[config.mk]
export PLATFORM = sky130hd
export DESIGN_NAME = bool_truth_table_sweeper
export DESIGN_NICKNAME = d
export VERILOG_FILES = /design/src/rtl/bool_sweep_pkg.sv /design/src/rtl/bool_sweep_settle_cnt.sv /design/src/rtl/bool_truth_table_sweeper.sv
export SDC_FILE = /design/constraint.sdc
export NUM_CORES = 1
export LEC_CHECK = 0
export ABC_CLOCK_PERIOD_IN_PS = 1900
export CORE_MARGIN = 2
export CORE_UTILIZATION = 48
export DETAILED_ROUTE_END_ITERATION = 7
export PLACE_DENSITY = 0.83
export SYNTH_ARGS = -nofsm -noshare
export SYNTH_HDL_FRONTEND = slang
export SYNTH_HIERARCHICAL = 1
export SYNTH_SLANG_ARGS = --single-unit
[constraint.sdc]
create_clock -name clk -period 1.9 [get_ports clk]
set_clock_uncertainty 0.1 [all_clocks]
set_input_delay 0.19 -clock clk [delete_from_list [all_inputs] [get_ports clk]]
set_output_delay 0.19 -clock clk [all_outputs]
set_load 0.005 [all_outputs]
[src/rtl/bool_sweep_pkg.sv]
// -----------------------------------------------------------------------------
// bool_sweep_pkg
// Shared definitions for the boolean truth-table sweeper:
//   state_t      - sweep controller states (IDLE, SWEEP)
//   NUM_VECTORS  - number of input vectors of a 4-input expression (16)
//   IDX_W        - width of the vector index (4)
//   SETTLE_W     - width of the per-vector hold counter (covers SETTLE 0..15)
//   CNT_W        - width of the minterm counter (must hold the value 16)
//   LAST_IDX     - index of the final vector of a sweep
// -----------------------------------------------------------------------------
package bool_sweep_pkg;

    typedef enum logic {
        IDLE  = 1'b0,
        SWEEP = 1'b1
    } state_t;

    localparam int NUM_VECTORS = 16;
    localparam int IDX_W       = 4;
    localparam int SETTLE_W    = 4;
    localparam int CNT_W       = 5;

    localparam logic [IDX_W-1:0] LAST_IDX = IDX_W'(NUM_VECTORS - 1);

endpackage

[src/rtl/bool_sweep_settle_cnt.sv]
// -----------------------------------------------------------------------------
// bool_sweep_settle_cnt
// Per-vector hold counter. While enabled it counts 0..SETTLE and raises the
// sample strobe on the last cycle of each hold, so every vector is presented
// for exactly SETTLE+1 cycles before f_in is captured.
//
// Ports
//   clk       in   clock, rising edge
//   rst_n     in   synchronous active-low reset
//   i_clear   in   restart the hold count from zero (sweep accepted)
//   i_enable  in   count only while a sweep is in progress
//   o_sample  out  high in the cycle whose closing edge samples f_in
// -----------------------------------------------------------------------------
module bool_sweep_settle_cnt
    import bool_sweep_pkg::*;
#(
    parameter int SETTLE = 1
) (
    input  logic clk,
    input  logic rst_n,
    input  logic i_clear,
    input  logic i_enable,
    output logic o_sample
);

    // SETTLE is limited to 0..15; the counter is sized for that range.
    localparam logic [SETTLE_W-1:0] LP_HOLD_LAST = SETTLE_W'(SETTLE);

    logic [SETTLE_W-1:0] r_cnt;
    logic                w_at_last;

    assign w_at_last = (r_cnt == LP_HOLD_LAST);
    assign o_sample  = i_enable & w_at_last;

    always_ff @(posedge clk) begin
        if (!rst_n || i_clear) begin
            r_cnt <= '0;
        end else if (i_enable) begin
            // Wrap on the sampling cycle so the next vector starts a fresh hold.
            if (w_at_last) begin
                r_cnt <= '0;
            end else begin
                r_cnt <= r_cnt + 1'b1;
            end
        end
    end

endmodule

[src/rtl/bool_truth_table_sweeper.sv]
// -----------------------------------------------------------------------------
// bool_truth_table_sweeper
// Drives all 16 input combinations {a,b,c,d} into an external 4-input
// boolean expression, samples its output f_in after each vector has settled,
// and builds the truth table plus summary statistics.
//
// Parameters
//   SETTLE         extra hold cycles per vector before sampling (0..15)
//
// Ports
//   clk            in   clock, rising edge
//   rst_n          in   synchronous active-low reset
//   start          in   request a sweep (only acted on in IDLE)
//   f_in           in   output of the expression under test
//   a, b, c, d     out  registered stimulus, a is the MSB of the vector index
//   busy           out  sweep in progress
//   done           out  one-cycle pulse when the last vector is sampled
//   truth_table    out  bit i = sampled f_in for vector i
//   minterm_count  out  number of vectors with f_in = 1 (0..16)
//   any_true       out  minterm_count is nonzero
//   first_true     out  lowest vector index with f_in = 1 (0 when none)
// -----------------------------------------------------------------------------
module bool_truth_table_sweeper
    import bool_sweep_pkg::*;
#(
    parameter int SETTLE = 1
) (
    input  logic        clk,
    input  logic        rst_n,
    input  logic        start,
    input  logic        f_in,
    output logic        a,
    output logic        b,
    output logic        c,
    output logic        d,
    output logic        busy,
    output logic        done,
    output logic [15:0] truth_table,
    output logic [4:0]  minterm_count,
    output logic        any_true,
    output logic [3:0]  first_true
);

    state_t                 r_state;
    state_t                 w_state_next;

    logic [IDX_W-1:0]       r_idx;
    logic                   r_busy;
    logic                   r_done;
    logic [NUM_VECTORS-1:0] r_truth;
    logic [CNT_W-1:0]       r_count;
    logic                   r_any;
    logic [IDX_W-1:0]       r_first;

    logic                   w_sample;
    logic                   w_accept;
    logic                   w_last;
    logic                   w_sweeping;
    logic                   w_hit_now;
    logic [NUM_VECTORS-1:0] w_hit;

    assign w_sweeping = (r_state == SWEEP);
    assign w_hit_now  = w_sample & f_in;

    // -------------------------------------------------------------------------
    // Per-vector hold counter
    // -------------------------------------------------------------------------
    bool_sweep_settle_cnt #(
        .SETTLE   (SETTLE)
    ) u_settle_cnt (
        .clk      (clk),
        .rst_n    (rst_n),
        .i_clear  (w_accept),
        .i_enable (w_sweeping),
        .o_sample (w_sample)
    );

    // -------------------------------------------------------------------------
    // Controller: state register
    // -------------------------------------------------------------------------
    always_ff @(posedge clk) begin
        if (!rst_n) begin
            r_state <= IDLE;
        end else begin
            r_state <= w_state_next;
        end
    end

    // -------------------------------------------------------------------------
    // Controller: next state and control strobes
    // -------------------------------------------------------------------------
    always_comb begin
        w_state_next = r_state;
        w_accept     = 1'b0;
        w_last       = 1'b0;
        case (r_state)
            IDLE: begin
                if (start) begin
                    w_accept     = 1'b1;
                    w_state_next = SWEEP;
                end
            end
            SWEEP: begin
                // start is deliberately not looked at here.
                if (w_sample && (r_idx == LAST_IDX)) begin
                    w_last       = 1'b1;
                    w_state_next = IDLE;
                end
            end
            default: begin
                w_state_next = IDLE;
            end
        endcase
    end

    // -------------------------------------------------------------------------
    // Truth-table bit set enables: one decoded enable per vector.
    // -------------------------------------------------------------------------
    genvar gi;
    generate
        for (gi = 0; gi < NUM_VECTORS; gi++) begin : g_hit
            assign w_hit[gi] = w_hit_now & (r_idx == IDX_W'(gi));
        end
    endgenerate

    // -------------------------------------------------------------------------
    // Datapath: stimulus index, results and status
    // -------------------------------------------------------------------------
    always_ff @(posedge clk) begin
        if (!rst_n) begin
            r_idx   <= '0;
            r_busy  <= 1'b0;
            r_done  <= 1'b0;
            r_truth <= '0;
            r_count <= '0;
            r_any   <= 1'b0;
            r_first <= '0;
        end else begin
            r_done <= w_last;
            if (w_accept) begin
                r_idx   <= '0;
                r_busy  <= 1'b1;
                r_truth <= '0;
                r_count <= '0;
                r_any   <= 1'b0;
                r_first <= '0;
            end else if (w_sample) begin
                r_truth <= r_truth | w_hit;
                if (f_in) begin
                    r_count <= r_count + 1'b1;
                    if (!r_any) begin
                        r_first <= r_idx;
                        r_any   <= 1'b1;
                    end
                end
                // The final vector stays on a..d after the sweep; no wrap.
                if (w_last) begin
                    r_busy <= 1'b0;
                end else begin
                    r_idx <= r_idx + 1'b1;
                end
            end
        end
    end

    // -------------------------------------------------------------------------
    // Outputs
    // -------------------------------------------------------------------------
    assign a             = r_idx[3];
    assign b             = r_idx[2];
    assign c             = r_idx[1];
    assign d             = r_idx[0];
    assign busy          = r_busy;
    assign done          = r_done;
    assign truth_table   = r_truth;
    assign minterm_count = r_count;
    assign any_true      = r_any;
    assign first_true    = r_first;

endmodule

* After elaboration in Yosys (flattened, before gate mapping)
Cells that the tools add are included.
** Operators by class
- Add/subtract/negate cells :: 3
- $mul :: 0
- Div/mod/pow operators :: 0
- Order comparisons :: 0
- Equality and inequality tests :: 16
- Shifts and indexed selects :: 0
- Multiplexer cells :: 10
- Bitwise logic cells :: 23
- Reductions and logical operators :: 11
** Operator list (count)
- $eq A4 B4 Y1 const B :: 8
- $and A1 B1 Y1 :: 18
- $eq A4 B3 Y1 const B :: 4
- $or A16 B16 Y16 :: 1
- $add A4 B1 Y4 const B :: 2
- $eq A4 B1 Y1 const B :: 2
- $eq A4 B2 Y1 const B :: 2
- $mux W1 :: 8
- $reduce_and A2 Y1 :: 3
- $add A5 B1 Y5 const B :: 1
- $logic_not A4 Y1 :: 1
- $mux W4 :: 1
- $not A1 Y1 :: 4
- $reduce_bool A2 Y1 :: 2
- $reduce_and A3 Y1 :: 1
- $pmux W1 S2 :: 1
- $reduce_or A2 Y1 :: 1
- $logic_and A1 B1 Y1 :: 1
- $logic_not A1 Y1 :: 1
- $logic_or A1 B1 Y1 :: 1
** Storage, ports and cells
- Flip-flop bits (word level) :: 37
- Bits in latches :: 0
- Memory bits (writable) :: 0
- Bits in read-only memories :: 0
- Input port bits :: 4
- Output and inout bits :: 32
- Word-level logic and storage cells :: 72
- Memories :: 0

* Logic depth before layout (Yosys ltp)
Gate-level depths: netlist of the first run.
- Depth after elaboration :: 8
- Gate-level depth with buffers :: 6

* By module
The synthesis of the first run kept the hierarchy.
** By module, submodules not included
- bool_truth_table_sweeper :: times used 1, cells each 139, area an instance 1291.2 µm²
- bool_sweep_settle_cnt :: times used 1, cells each 19, area an instance 170.2 µm²

* Worst setup path after synthesis of the first run
No wires, ideal clock.
- Path type :: flip-flop to flip-flop
- Start point :: register r_state
- End point :: register r_first[0] (netlist: first_true[0])
- Arrival time :: 1522 ps
- Path slack :: 163 ps
- Stages on the path, launching flop included :: 7
- Clock period less this slack :: 1737 ps
- Path through :: dfxtp_1 nand2_2 nor4_1 buf_2 nand3b_1 mux2i_1 nor2_1
** On the way
- Word-level cells in the longest chain between the ends :: 2
- Elaborated cells on any way between the ends :: 4
- Those cells by class :: mux (1); bitwise (1); reduce/logical (2)
** Ends and longest elaborated chain
- start: declaration :: RTL line bool_truth_table_sweeper.sv:44 : state_t r_state;
- start signal: assignment :: RTL line bool_truth_table_sweeper.sv:85 : r_state <= w_state_next;
- $and A1 B1 Y1 :: RTL line bool_sweep_settle_cnt.sv:33 : assign o_sample = i_enable & w_at_last;
- net w_sample :: RTL line bool_truth_table_sweeper.sv:55 : logic w_sample;
- $reduce_and A3 Y1 (no source line)
- end signal: assignment :: RTL line bool_truth_table_sweeper.sv:152 : r_first <= r_idx;
- end: declaration :: RTL line bool_truth_table_sweeper.sv:53 : logic [IDX_W-1:0] r_first;
The timed path passes the listed nets, and every way through them passes these cells.
A chain may end at the register's enable or synchronous reset.

* Worst setup path after layout of the first run
- Start point :: register r_idx[3]
- End point :: output port a
** RTL lines
- start: declaration :: RTL line bool_truth_table_sweeper.sv:47 : logic [IDX_W-1:0] r_idx;
- start signal: assignment :: RTL line bool_truth_table_sweeper.sv:160 : r_idx <= r_idx + 1'b1;
- end: declaration :: RTL line bool_truth_table_sweeper.sv:32 : output logic a,
No word-level cell between the ends.

==> impl_metrics.xml, run 1 <==
<?xml version="1.0" encoding="UTF-8"?>
<metrics>
  <group name="timing">
    <metric name="fin_crit" unit="ns">1.69</metric>
    <metric name="final.setup.tns" unit="ns">0</metric>
    <metric name="final_hold_viol_count" unit="">0</metric>
    <metric name="maxSlewViolCount" unit="">0</metric>
    <metric name="rsz0062_at_grt" unit="">false</metric>
    <metric name="max_clock_freq" unit="GHz">0.590</metric>
    <metric name="worst_slew_pin_slew" unit="ns">0.300</metric>
    <metric name="relSlewSlack" unit="%">79.9</metric>
    <metric name="finalWorstSetupSlack" unit="ns">0.206</metric>
    <metric name="layout_worst_path_cycle_share" unit="%">89.2</metric>
    <metric name="setup_violations" unit="">0</metric>
  </group>
  <group name="clock_network">
    <metric name="clockRootBuffer" unit="">clkbuf_4</metric>
    <metric name="clock_sinks" unit="">37</metric>
    <metric name="cts-resized-gates" unit="">0</metric>
    <metric name="clock_latency" unit="ns">0.33</metric>
    <metric name="numCtsBuffers" unit="">5</metric>
    <metric name="cts_tree" unit="">built</metric>
    <metric name="clock_path_buffers" unit="">2</metric>
    <metric name="htreeDepth" unit="">2</metric>
    <metric name="worst_setup_hold_path_clk_slew" unit="ns">0.11</metric>
    <metric name="ctsHoldBuffers" unit="">0</metric>
    <metric name="postCtsSetupRepairBufs" unit="">0</metric>
  </group>
  <group name="setup_path">
    <metric name="critical-path-top-delay-family" unit="">buffers and inverters</metric>
    <metric name="path_depth" unit="">1</metric>
    <metric name="r2r_cells" unit="">6</metric>
    <metric name="crit_slowest_cell" unit="">clkdlybuf4s50_1</metric>
    <metric name="cp.required" unit="ns">1.61</metric>
    <metric name="worst-path-max-fanout" unit="">14</metric>
    <metric name="arrival" unit="ns">1.40</metric>
    <metric name="crit_type" unit="">register to output port</metric>
    <metric name="worst_path_largest_cell_delay" unit="ns">0.57</metric>
    <metric name="worst_setup_path_startpoint" unit="">r_idx[3]</metric>
    <metric name="reg2reg_from" unit="">u_settle_cnt/r_cnt[0]</metric>
    <metric name="worstSetupStartpointType" unit="">register</metric>
    <metric name="critical_path.cell_chain" unit="">clkdlybuf4s50_1</metric>
    <metric name="type_of_element_capturing_the_critical_path" unit="">output port</metric>
    <metric name="critPathBufInv" unit="">1</metric>
  </group>
  <group name="logic_synthesis">
    <metric name="number_of_flops_mapped_to_enable_cells_by_yosys" unit="">0</metric>
    <metric name="postSynthAreaPerCell" unit="um^2">9.25</metric>
    <metric name="syn_nets" unit="">167</metric>
    <metric name="total_of_flip_flops_plus_latches_after_synthesis" unit="">37</metric>
    <metric name="yosys.area_share.simple" unit="%">22.2</metric>
    <metric name="synth.distinct_cells" unit="">30</metric>
    <metric name="yosys_warnings" unit="">6</metric>
    <metric name="synthXorXnorAreaFrac" unit="%">3.00</metric>
    <metric name="yosys.area_share.adder" unit="%">4.28</metric>
    <metric name="async_flop_share" unit="%">0</metric>
    <metric name="yosys-mux-area-fraction" unit="%">4.79</metric>
    <metric name="synth_compound_gate_area_share" unit="%">10.4</metric>
    <metric name="postSynthCellCount" unit="">158</metric>
    <metric name="synth_top_family_by_area" unit="">simple AND/OR/NAND/NOR gates</metric>
    <metric name="syn-cell-area" unit="um^2">1460</metric>
    <metric name="yosysSeqAreaShare" unit="%">50.7</metric>
    <metric name="postSynth.topFlopCell" unit="">dfxtp_1</metric>
  </group>
  <group name="run">
    <metric name="drv.max_cap_violation_count" unit="">0</metric>
  </group>
  <group name="routing">
    <metric name="drt.antenna.violating_nets" unit="">0</metric>
    <metric name="post-route-drc-count" unit="">0</metric>
    <metric name="first_pass_iters" unit="">4</metric>
    <metric name="route.detailed.vias_per_inst" unit="">5.55</metric>
    <metric name="wire_per_inst" unit="um">13.9</metric>
    <metric name="drt-initial-drc-count" unit="">53</metric>
    <metric name="route.vias.total" unit="">1270</metric>
    <metric name="wirelength" unit="um">3180</metric>
  </group>
  <group name="worst_hold_path">
    <metric name="hold-path-cell-count" unit="">3</metric>
    <metric name="hold_path.startpoint" unit="">start</metric>
    <metric name="hp-class" unit="">primary input to register</metric>
  </group>
  <group name="floorplan">
    <metric name="design.portCount" unit="">36</metric>
    <metric name="placementRows" unit="">20</metric>
    <metric name="initial_utilization" unit="%">49.1</metric>
    <metric name="core" unit="um^2">2980</metric>
    <metric name="die_x" unit="um">59.2</metric>
    <metric name="vertical_extent_of_the_die" unit="um">59.2</metric>
    <metric name="die_footprint" unit="um^2">3500</metric>
  </group>
  <group name="layout">
    <metric name="antenna_cells" unit="">0</metric>
    <metric name="postLayoutCoreUtil" unit="%">64.0</metric>
    <metric name="area_growth" unit="%">30.4</metric>
    <metric name="post_route_cells_drive_above_1_share" unit="%">8.16</metric>
    <metric name="final_nets" unit="">204</metric>
    <metric name="filler_cell_count" unit="">263</metric>
    <metric name="finalNonFillerCells" unit="">229</metric>
    <metric name="multi_input_comb_area" unit="um^2">652</metric>
    <metric name="register_area" unit="um^2">743</metric>
  </group>
  <group name="pwr">
    <metric name="leakage" unit="uW">0.000739</metric>
    <metric name="ir_drop" unit="mV">0.563</metric>
    <metric name="power_per_cell_area" unit="nW/um^2">737</metric>
  </group>
  <group name="global_routing">
    <metric name="grt_antenna_before_repair" unit="">0</metric>
    <metric name="largest_net_degree_at_the_start_of_global_routing" unit="">29</metric>
    <metric name="overall_fraction_of_global_route_tracks_in_use" unit="%">19.8</metric>
    <metric name="first_global_vias" unit="">1197</metric>
    <metric name="globalRoute.totalOverflow" unit="">0</metric>
    <metric name="grt_pass1_wl" unit="um">5150</metric>
  </group>
  <group name="placed_design">
    <metric name="pre_cts_slack" unit="ns">0.262</metric>
    <metric name="port-buffer-count" unit="">35</metric>
    <metric name="gpl_congestion" unit="">0.862</metric>
    <metric name="dp.final_hpwl" unit="um">2280</metric>
    <metric name="place.detailed.instances" unit="">221</metric>
  </group>
  <group name="run_status">
    <metric name="status" unit="">finished, final reports clean</metric>
  </group>
</metrics>
==> state kept, by name (all words and copies together), names as in the netlist <==
name,count
r_idx,4
busy,1
minterm_count,5
truth_table,16
any_true,1
done,1
r_state,1
first_true,4
u_settle_cnt/r_cnt,4
==> cells in the final DEF (no fill, tap or decap), types with 2 or more instances in the layout <==
cell             count
nand3b_1             3
buf_4                2
dfxtp_1             35
dfxtp_2              2
nand3_1              6
a21oi_1             18
clkdlybuf4s50_1     35
mux2i_1              7
nor2_1              32
xor2_1               3
and3_1               4
nand4_1              5
inv_1                5
ha_1                 5
o21ai_0              4
a31oi_1              4
or3_1                2
xnor2_1              2
nand2_1              2
clkbuf_4             5
nand2b_1             2
==> power by group <==
group | total (uW) | internal, uW | switching, uW
logic | 61.7 | 24.2 | 37.5
registers | 787 | 781 | 5.48
clock network | 556 | 314 | 242
total | 1400 | 1120 | 285
==> worst paths after layout <==
path / slack, ns / endpoint
setup / recovery: 0.21 / a
hold / removal: 0.35 / r_state
setup reg to reg: 0.23 / r_idx[3]
hold reg to reg: 0.35 / busy
==> cell type report <==
| type | instances | share of cell area (%) |
|---|---|---|
| Multi-Input combinational cell | 109 | 34.2 |
| Inverter | 5 | 0.985 |
| Sequential cell | 37 | 39.0 |
| Clock inverter | 1 | 1.58 |
| Tap cell | 33 | 2.17 |
| Timing Repair Buffer | 37 | 19.2 |
| Clock buffer | 7 | 2.89 |
==> routing by layer <==
| layer | routed length [um] | track usage [%] | up-vias |
|---|---|---|---|
| met3 | 199 | 7.86 | 4 |
| met2 | 1630 | 31.9 | 46 |
| li1 | - | - | 612 |
| met1 | 1340 | 23.9 | 608 |
| met5 | 0 | 0 | - |
| met4 | 18 | 7.14 | 0 |
==> synth_stat cells, drive strengths merged (2+ instances only) <==
library cell	number	area (um^2)
xnor2	2	17.5
nand2b	2	12.5
and3	5	32.5
ha	5	62.6
o21ai	4	20.0
a21oi	19	98.9
a31oi	4	25.0
inv	5	18.8
xor2	3	26.3
nand3b	3	22.5
mux2i	7	70.1
nor2	32	120
or3	2	12.5
nand4	5	31.3
buf	7	50.1
nand2	4	25.0
dfxtp	37	741
nand3	6	30.0
==> worst register-to-register path, stage by stage, from the launching register on <==
cell and delay [ns]:
dfxtp_1 0.41, nand2_2 0.08, nor4_1 0.19, buf_4 0.23, nand4_1 0.11, or3_1 0.33, a21oi_1 0.15
==> kinds of logic (layout without fill, tap and decap cells) <==
| kind of cell | count (synthesis) | count (layout) |
|---|---|---|
| buf+inv | 12 | 50 |
| xor+xnor | 5 | 5 |
| flops | 37 | 37 |
| simple gates | 64 | 64 |
| fa+ha+maj | 5 | 5 |
| compound gates | 28 | 28 |
| mux | 7 | 7 |
==> stage by stage <==
step                      instance area, um^2  hold slack, ns  power [uW]
final                                    1910           0.353        1400
after global routing                     1910           0.356        1460
after CTS                                1900           0.347        1420
after detailed placement                 1820           0.340         866
after global placement                   1820           0.333         864
after floorplan                          1460           0.211         846
Note: power is estimated with default switching activity, not from simulation.
==> run 2: changes to the inputs <==
--- a/config.mk
+++ b/config.mk
@@ -14,3 +14,4 @@
 export SYNTH_HDL_FRONTEND = slang
 export SYNTH_HIERARCHICAL = 1
 export SYNTH_SLANG_ARGS = --single-unit
+export TNS_END_PERCENT = 20
==> results of run 2 <==
Final layout, timing and power as in run 1 (identical DEF).
==> run 3: changes to the inputs <==
--- a/config.mk
+++ b/config.mk
@@ -9,9 +9,8 @@
 export CORE_MARGIN = 2
 export CORE_UTILIZATION = 48
 export DETAILED_ROUTE_END_ITERATION = 7
-export PLACE_DENSITY = 0.83
+export PLACE_DENSITY = 0.82
 export SYNTH_ARGS = -nofsm -noshare
 export SYNTH_HDL_FRONTEND = slang
-export SYNTH_HIERARCHICAL = 1
 export SYNTH_SLANG_ARGS = --single-unit
 export TNS_END_PERCENT = 20
==> impl_metrics.xml, run 3 <==
<?xml version="1.0" encoding="UTF-8"?>
<metrics>
  <group name="logic_synthesis">
    <metric name="async_flop_share" unit="%">0</metric>
    <metric name="yosys.area.top_type" unit="">dfxtp_1</metric>
    <metric name="postSynthCellCount" unit="">159</metric>
    <metric name="yosys-top-cells-count" unit="">dfxtp_1, nand3_1, nor2_1, o2bb2ai_1, clkbuf_1</metric>
    <metric name="synth.distinct_cells" unit="">34</metric>
    <metric name="synthTopCellsByArea" unit="">dfxtp_1, nand3_1, o2bb2ai_1</metric>
    <metric name="cell_with_the_most_instances_after_synthesis" unit="">dfxtp_1</metric>
    <metric name="synth_top_area_share" unit="%">48.6</metric>
    <metric name="postSynthAreaPerCell" unit="um^2">9.58</metric>
    <metric name="syn_nets" unit="">168</metric>
    <metric name="postSynth.topFlopCell" unit="">dfxtp_1</metric>
    <metric name="total_of_flip_flops_plus_latches_after_synthesis" unit="">37</metric>
    <metric name="yosysSeqAreaShare" unit="%">48.6</metric>
    <metric name="yosys_warnings" unit="">0</metric>
    <metric name="syn-cell-area" unit="um^2">1520</metric>
    <metric name="number_of_flops_mapped_to_enable_cells_by_yosys" unit="">0</metric>
  </group>
  <group name="placed_design">
    <metric name="gpl_congestion" unit="">0.816</metric>
    <metric name="post_dp_cell_area" unit="um^2">1980</metric>
    <metric name="port-buffer-count" unit="">35</metric>
    <metric name="dp.final_hpwl" unit="um">2690</metric>
    <metric name="place.detailed.instances" unit="">240</metric>
  </group>
  <group name="clock_network">
    <metric name="clock_latency" unit="ns">0.34</metric>
    <metric name="ctsHoldBuffers" unit="">0</metric>
    <metric name="clock_path_buffers" unit="">2</metric>
    <metric name="clockRootBuffer" unit="">clkbuf_4</metric>
    <metric name="worst_setup_hold_path_clk_slew" unit="ns">0.11</metric>
    <metric name="cts-resized-gates" unit="">0</metric>
    <metric name="numCtsBuffers" unit="">5</metric>
    <metric name="postCtsSetupRepairBufs" unit="">0</metric>
    <metric name="clock_sinks" unit="">37</metric>
    <metric name="htreeDepth" unit="">2</metric>
    <metric name="cts_tree" unit="">built</metric>
  </group>
  <group name="floorplan">
    <metric name="core" unit="um^2">3030</metric>
    <metric name="initial_utilization" unit="%">50.3</metric>
    <metric name="design.portCount" unit="">36</metric>
    <metric name="placementRows" unit="">20</metric>
    <metric name="vertical_extent_of_the_die" unit="um">60.3</metric>
    <metric name="die_x" unit="um">60.3</metric>
    <metric name="die_footprint" unit="um^2">3640</metric>
  </group>
  <group name="routing">
    <metric name="wirelength" unit="um">3690</metric>
    <metric name="first_pass_iters" unit="">4</metric>
    <metric name="route.detailed.vias_per_inst" unit="">5.68</metric>
    <metric name="post-route-drc-count" unit="">0</metric>
    <metric name="wire_per_inst" unit="um">14.9</metric>
    <metric name="drt-initial-drc-count" unit="">72</metric>
    <metric name="route.vias.total" unit="">1409</metric>
    <metric name="drt.antenna.violating_nets" unit="">0</metric>
  </group>
  <group name="timing">
    <metric name="worst_slew_pin_slew" unit="ns">0.426</metric>
    <metric name="rsz0062_at_grt" unit="">false</metric>
    <metric name="maxSlewViolCount" unit="">0</metric>
    <metric name="max_clock_freq" unit="GHz">0.561</metric>
    <metric name="layout_worst_path_cycle_share" unit="%">93.9</metric>
    <metric name="setup_violations" unit="">0</metric>
    <metric name="final_hold_viol_count" unit="">0</metric>
    <metric name="fin_crit" unit="ns">1.78</metric>
    <metric name="relSlewSlack" unit="%">71.6</metric>
    <metric name="final.setup.tns" unit="ns">0</metric>
    <metric name="holdWs" unit="ns">0.363</metric>
  </group>
  <group name="worst_hold_path">
    <metric name="hp-class" unit="">register to register</metric>
  </group>
  <group name="global_routing">
    <metric name="largest_net_degree_at_the_start_of_global_routing" unit="">17</metric>
    <metric name="grt_pass1_wl" unit="um">6040</metric>
    <metric name="overall_fraction_of_global_route_tracks_in_use" unit="%">22.3</metric>
    <metric name="first_global_vias" unit="">1322</metric>
    <metric name="globalRoute.totalOverflow" unit="">0</metric>
    <metric name="grt_antenna_before_repair" unit="">0</metric>
  </group>
  <group name="pwr">
    <metric name="clock_power_share" unit="%">31.4</metric>
    <metric name="power_per_cell_area" unit="nW/um^2">625</metric>
    <metric name="ir_drop" unit="mV">0.418</metric>
    <metric name="combinationalPowerShare" unit="%">6.7</metric>
    <metric name="swShare" unit="%">25.0</metric>
    <metric name="p_int" unit="uW">957</metric>
    <metric name="seq_power_share" unit="%">61.9</metric>
    <metric name="p_switching" unit="uW">318</metric>
    <metric name="leakage" unit="uW">0.000694</metric>
  </group>
  <group name="setup_path">
    <metric name="arrival" unit="ns">1.95</metric>
    <metric name="type_of_element_capturing_the_critical_path" unit="">register</metric>
    <metric name="crit_type" unit="">register to register</metric>
    <metric name="worstSetupStartpointType" unit="">register</metric>
    <metric name="cp.required" unit="ns">2.07</metric>
    <metric name="worst-path-max-fanout" unit="">6</metric>
  </group>
  <group name="layout">
    <metric name="postLayoutCellArea" unit="um^2">2040</metric>
    <metric name="layout.cells.most_common" unit="">dfxtp_1</metric>
    <metric name="post_route_cells_drive_above_1_share" unit="%">11.3</metric>
    <metric name="largest_register_ffs" unit="">16</metric>
    <metric name="postLayoutCoreUtil" unit="%">67.4</metric>
    <metric name="antenna_cells" unit="">0</metric>
    <metric name="final_nets" unit="">212</metric>
    <metric name="area_growth" unit="%">33.8</metric>
    <metric name="final_cell_mix" unit="">dfxtp_1, clkdlybuf4s50_1, nand3_1, buf_4</metric>
    <metric name="finalNonFillerCells" unit="">248</metric>
  </group>
  <group name="run_status">
    <metric name="status" unit="">finished, final reports clean</metric>
  </group>
  <group name="run">
    <metric name="drv.max_cap_violation_count" unit="">0</metric>
  </group>
</metrics>
[run 3: area by class of cell]
type / instances / area, um^2
inverters: 5 / 18.8
clock buffers: 5 / 37.5
fillers: 257 / 988
repair buffers: 48 / 448
multi-input cells: 106 / 722
well taps: 44 / 55.1
clock inverters: 3 / 17.5
flip-flops and latches: 37 / 741
[run 3: power groups by stage]
stage / Sequential, uW / Clock (uW) / Combinational [uW]
after floorplan: 804 / 0 / 51.7
after global routing: 791 / 454 / 94.0
after detailed placement: 807 / 0 / 84.8
after global placement: 806 / 0 / 80.7
after CTS: 789 / 415 / 85.2
final: 790 / 400 / 85.5
[run 3: final timing paths]
kind                    startpoint  slack (ns)  depth (start not counted)            end
min                           busy        0.36                          2           busy
min reg2reg                   busy        0.36                          2           busy
max reg2reg  u_settle_cnt.r_cnt[1]        0.12                          5  first_true[0]
max          u_settle_cnt.r_cnt[1]        0.12                          5  first_true[0]
[run 3: metal layers]
metal / global-route usage [%] / vias up / share of wire [%]
li1: - / 668 / -
met1: 25.9 / 693 / 43
met2: 37.9 / 40 / 51
met3: 7.25 / 8 / 5.4
met4: 9.52 / 0 / 1.4
met5: 0 / - / 0
[run 3: worst max-delay path, stage by stage (launching register included)]
cell and delay [ns]:
dfxtp_1 0.32, or4b_1 0.62, buf_4 0.19, nor3_2 0.09, buf_4 0.17, mux2i_1 0.22
[run 3: logic make-up (layout without fill, tap and decap cells)]
logic type | count (synthesis) | after routing | share of synthesized area [%]
AOI/OAI and AO/OA | 32 | 32 | 15.4
DFF | 37 | 37 | 48.6
adders and majority gates | 5 | 5 | 4.11
and+or+nand+nor | 59 | 59 | 21.6
xor gates and xnor gates | 3 | 3 | 1.72
muxes | 7 | 7 | 4.60
buffers and inverters | 16 | 61 | 4.02
[run 3: through the flow]
step / power, uW / setup WS, ns
after floorplan: 856 / 0.160
after global placement: 887 / -0.0924
after detailed placement: 892 / -0.156
after CTS: 1290 / 0.102
after global routing: 1340 / 0.00857
final: 1270 / 0.116
==> variant 1 (config.mk and constraints of run 1) <==
Register the inputs `start` and `f_in` before use, without a reset. The logic sees them one clock later. Comments in the files are not updated.
--- a/src/rtl/bool_truth_table_sweeper.sv
+++ b/src/rtl/bool_truth_table_sweeper.sv
@@ -41,6 +41,14 @@
     output logic [3:0]  first_true
 );
 
+    logic start_q;
+    logic f_q;
+
+    always_ff @(posedge clk) begin
+        start_q <= start;
+        f_q     <= f_in;
+    end
+
     state_t                 r_state;
     state_t                 w_state_next;
 
@@ -60,7 +68,7 @@
     logic [NUM_VECTORS-1:0] w_hit;
 
     assign w_sweeping = (r_state == SWEEP);
-    assign w_hit_now  = w_sample & f_in;
+    assign w_hit_now  = w_sample & f_q;
 
     // -------------------------------------------------------------------------
     // Per-vector hold counter
@@ -95,7 +103,7 @@
         w_last       = 1'b0;
         case (r_state)
             IDLE: begin
-                if (start) begin
+                if (start_q) begin
                     w_accept     = 1'b1;
                     w_state_next = SWEEP;
                 end
@@ -146,7 +154,7 @@
                 r_first <= '0;
             end else if (w_sample) begin
                 r_truth <= r_truth | w_hit;
-                if (f_in) begin
+                if (f_q) begin
                     r_count <= r_count + 1'b1;
                     if (!r_any) begin
                         r_first <= r_idx;
Formal check against the unedited RTL: not equivalent (Yosys sat finds a counterexample within 4 cycles, from zero or initial values and one cycle with rst_n low).
==> variant 1 against run 1 <==
- area after synthesis increased by 2.7%
- maximum frequency is 1.7% higher
- clock power shrank 30%
- setup slack improved by 28 ps
- via count decreased by 0.87%
- total power decreased by 8.6%
- sequential share of layout area rose by 1.8 points
- die area up 2.6%
- wire length is 2.4% lower
- sequential cell count increased by 2
- design area grew 0.59%
- largest cell class unchanged
==> variant 1: results <==
[outcome]
outcome = finished, final reports clean

[detailed_routing]
wl_met2_microns = 1600
drt_iter0_drc = 50
wl_met1_microns = 1300
wirelength_microns = 3110
routedWlPerCell_microns = 13.4
vias_per_cell = 5.43

[min_path]
hold_depth = 1

[global_route]
met1_usage = 0.220
use_met2 = 0.337
track_usage = 0.194
first_global_vias = 1181

[yosys]
yosys-top-cells-count = dfxtp_1, nor2_1, a21oi_1
ys_top_cells_by_area = dfxtp_1, nor2_1, a21oi_1
synthCells = 160
synth_nets = 169

[pwr]
powerDensity_nw_per_um2 = 669
ir_worst_vdd_mv = 0.480
pg_seq_mw = 0.834
pwr-share-clk = 0.304
p_int_mw = 0.994

[placement]
gp_congestion = 0.778
place_ws_ps = 269
dpl.hpwl_microns = 2310

[sta]
worst_pin_slew_ps = 325

[layout]
nets = 207
==> variant 1: logic make-up after synthesis <==
kind of cell / after synthesis / synth area share
xor gates and xnor gates: 5 / 0.0292
muxes: 7 / 0.0467
buffers and inverters: 12 / 0.0458
and+or+nand+nor: 64 / 0.216
adders and majority gates: 5 / 0.0417
DFF: 39 / 0.520
AOI/OAI and AO/OA: 28 / 0.101
==> variant 1: final cells by class <==
class | count | area, sq um
fillers | 271 | 1090
clock buffers | 7 | 45.0
repair buffers | 38 | 373
inverters | 5 | 18.8
flip-flops and latches | 39 | 782
clock inverters | 1 | 5.00
multi-input cells | 109 | 652
well taps | 33 | 41.3
==> variant 1: worst paths after layout <==
check / start / end / slack (ps)
worst min-delay path: f_in / f_q / 190
worst max register to register: u_settle_cnt/r_cnt[0] / minterm_count[4] / 260
worst max-delay path: r_idx[0] / d / 230
worst min register to register: busy / busy / 370
==> variant 1: what timing repair did <==
item,CTS,global route
resized for setup,0,1
setup buffers,0,0
endpoints found under the setup margin,0,1
==> variant 2 (settings of run 1) <==
Made on the original files. Set the package constant `SETTLE_W` to 6 (it was 4).
--- a/src/rtl/bool_sweep_pkg.sv
+++ b/src/rtl/bool_sweep_pkg.sv
@@ -17,7 +17,7 @@
 
     localparam int NUM_VECTORS = 16;
     localparam int IDX_W       = 4;
-    localparam int SETTLE_W    = 4;
+    localparam int SETTLE_W    = 6;
     localparam int CNT_W       = 5;
 
     localparam logic [IDX_W-1:0] LAST_IDX = IDX_W'(NUM_VECTORS - 1);
Behaviour: no difference found for any inputs over 10 cycles, from zero or initial values and one cycle with rst_n low; that may be too few to reach the edited logic, so the function may still have changed.
==> variant 2 against run 1 <==
- sequential cell count increased by 2
- setup slack worse by 120 ps
- area after synthesis grew 9.9%
- wire length up 11%
- final cell count increased by 14%
- design area increased by 15%
- maximum frequency down 6.5%
- total power rose by 16%
- critical path type unchanged
==> variant 2: results <==
[outcome]
outcome = finished, final reports clean

[sta]
fin_hold_ws_ps = 366
maxSlewHeadroom = 0.721

[yosys]
synth_xor_area_frac = 0.0327
synth.distinct_cells = 31
synthFlopType = dfxtp_1
yosys-top-cells-count = dfxtp_1, nor2_1, a21oi_1
synth_compound_area_frac = 0.118
synthAdderAreaFrac = 0.0545
synth_nets = 182
ys_top_cells_by_area = dfxtp_1, nor2_1, a21oi_1
synth-seq-area-share = 0.486
muxShareOfSynthArea = 0.0436

[global_route]
met1_usage = 0.259
track_usage = 0.194
first_global_vias = 1130
met3_usage = 0.0683
grt_first_pass_wirelength_microns = 5330
use_met2 = 0.284

[pwr]
ir_worst_vdd_mv = 0.493
p_switching_mw = 0.346
p_leak_nw = 0.849

[setup_path]
reg2reg_from = u_settle_cnt/r_cnt[1]
rr_worst_depth = 8
slowest_stage = dfxtp_1
worst_path_largest_cell_delay_ps = 590
reg2reg_slack_ps = 100
cp.arrival_ps = 1520
worst_path_dominant_cell_family = flip-flops

[detailed_routing]
vias_per_cell = 5.16
drt_iter0_drc = 46
wl_met1_microns = 1580
wl_met2_microns = 1740
routedWlPerCell_microns = 13.5
route.met3.wl_microns = 176

[clock_tree]
clkLatencyLatePin_ps = 350

[layout]
nets = 226
drive_above_1_share = 0.148
n_fill_cell = 260

[min_path]
min_to = r_state

[placement]
gp_congestion = 0.828
dpl.hpwl_microns = 2290
-- variant 2: final cells by class --
type | count | area, sq um | share of cell area
timing repair buffer | 45 | 429 | 0.196
clock buffer | 5 | 37.5 | 0.0171
inverter | 6 | 22.5 | 0.0103
clock inverter | 3 | 67.6 | 0.0308
tap | 46 | 57.6 | 0.0262
multi-input combinational | 118 | 790 | 0.360
sequential | 39 | 790 | 0.360
-- variant 2: stage by stage --
step / setup slack, ps / cells / area [sq um]
2_1_floorplan: 95.6 / 171 / 1610
3_3_place_gp: 151 / 248 / 1990
6_report: 87.8 / 262 / 2190
4_1_cts: 51.8 / 256 / 2100
3_5_place_dp: 102 / 248 / 1990
5_1_grt: 6.58 / 262 / 2190
-- variant 2: power groups by stage --
stage,Clock [mW],Combinational [mW],Sequential (mW)
2_1_floorplan,0,0.0568,0.850
3_3_place_gp,0,0.0804,0.850
3_5_place_dp,0,0.0815,0.850
4_1_cts,0.699,0.0830,0.832
5_1_grt,0.747,0.110,0.834
6_report,0.690,0.101,0.832
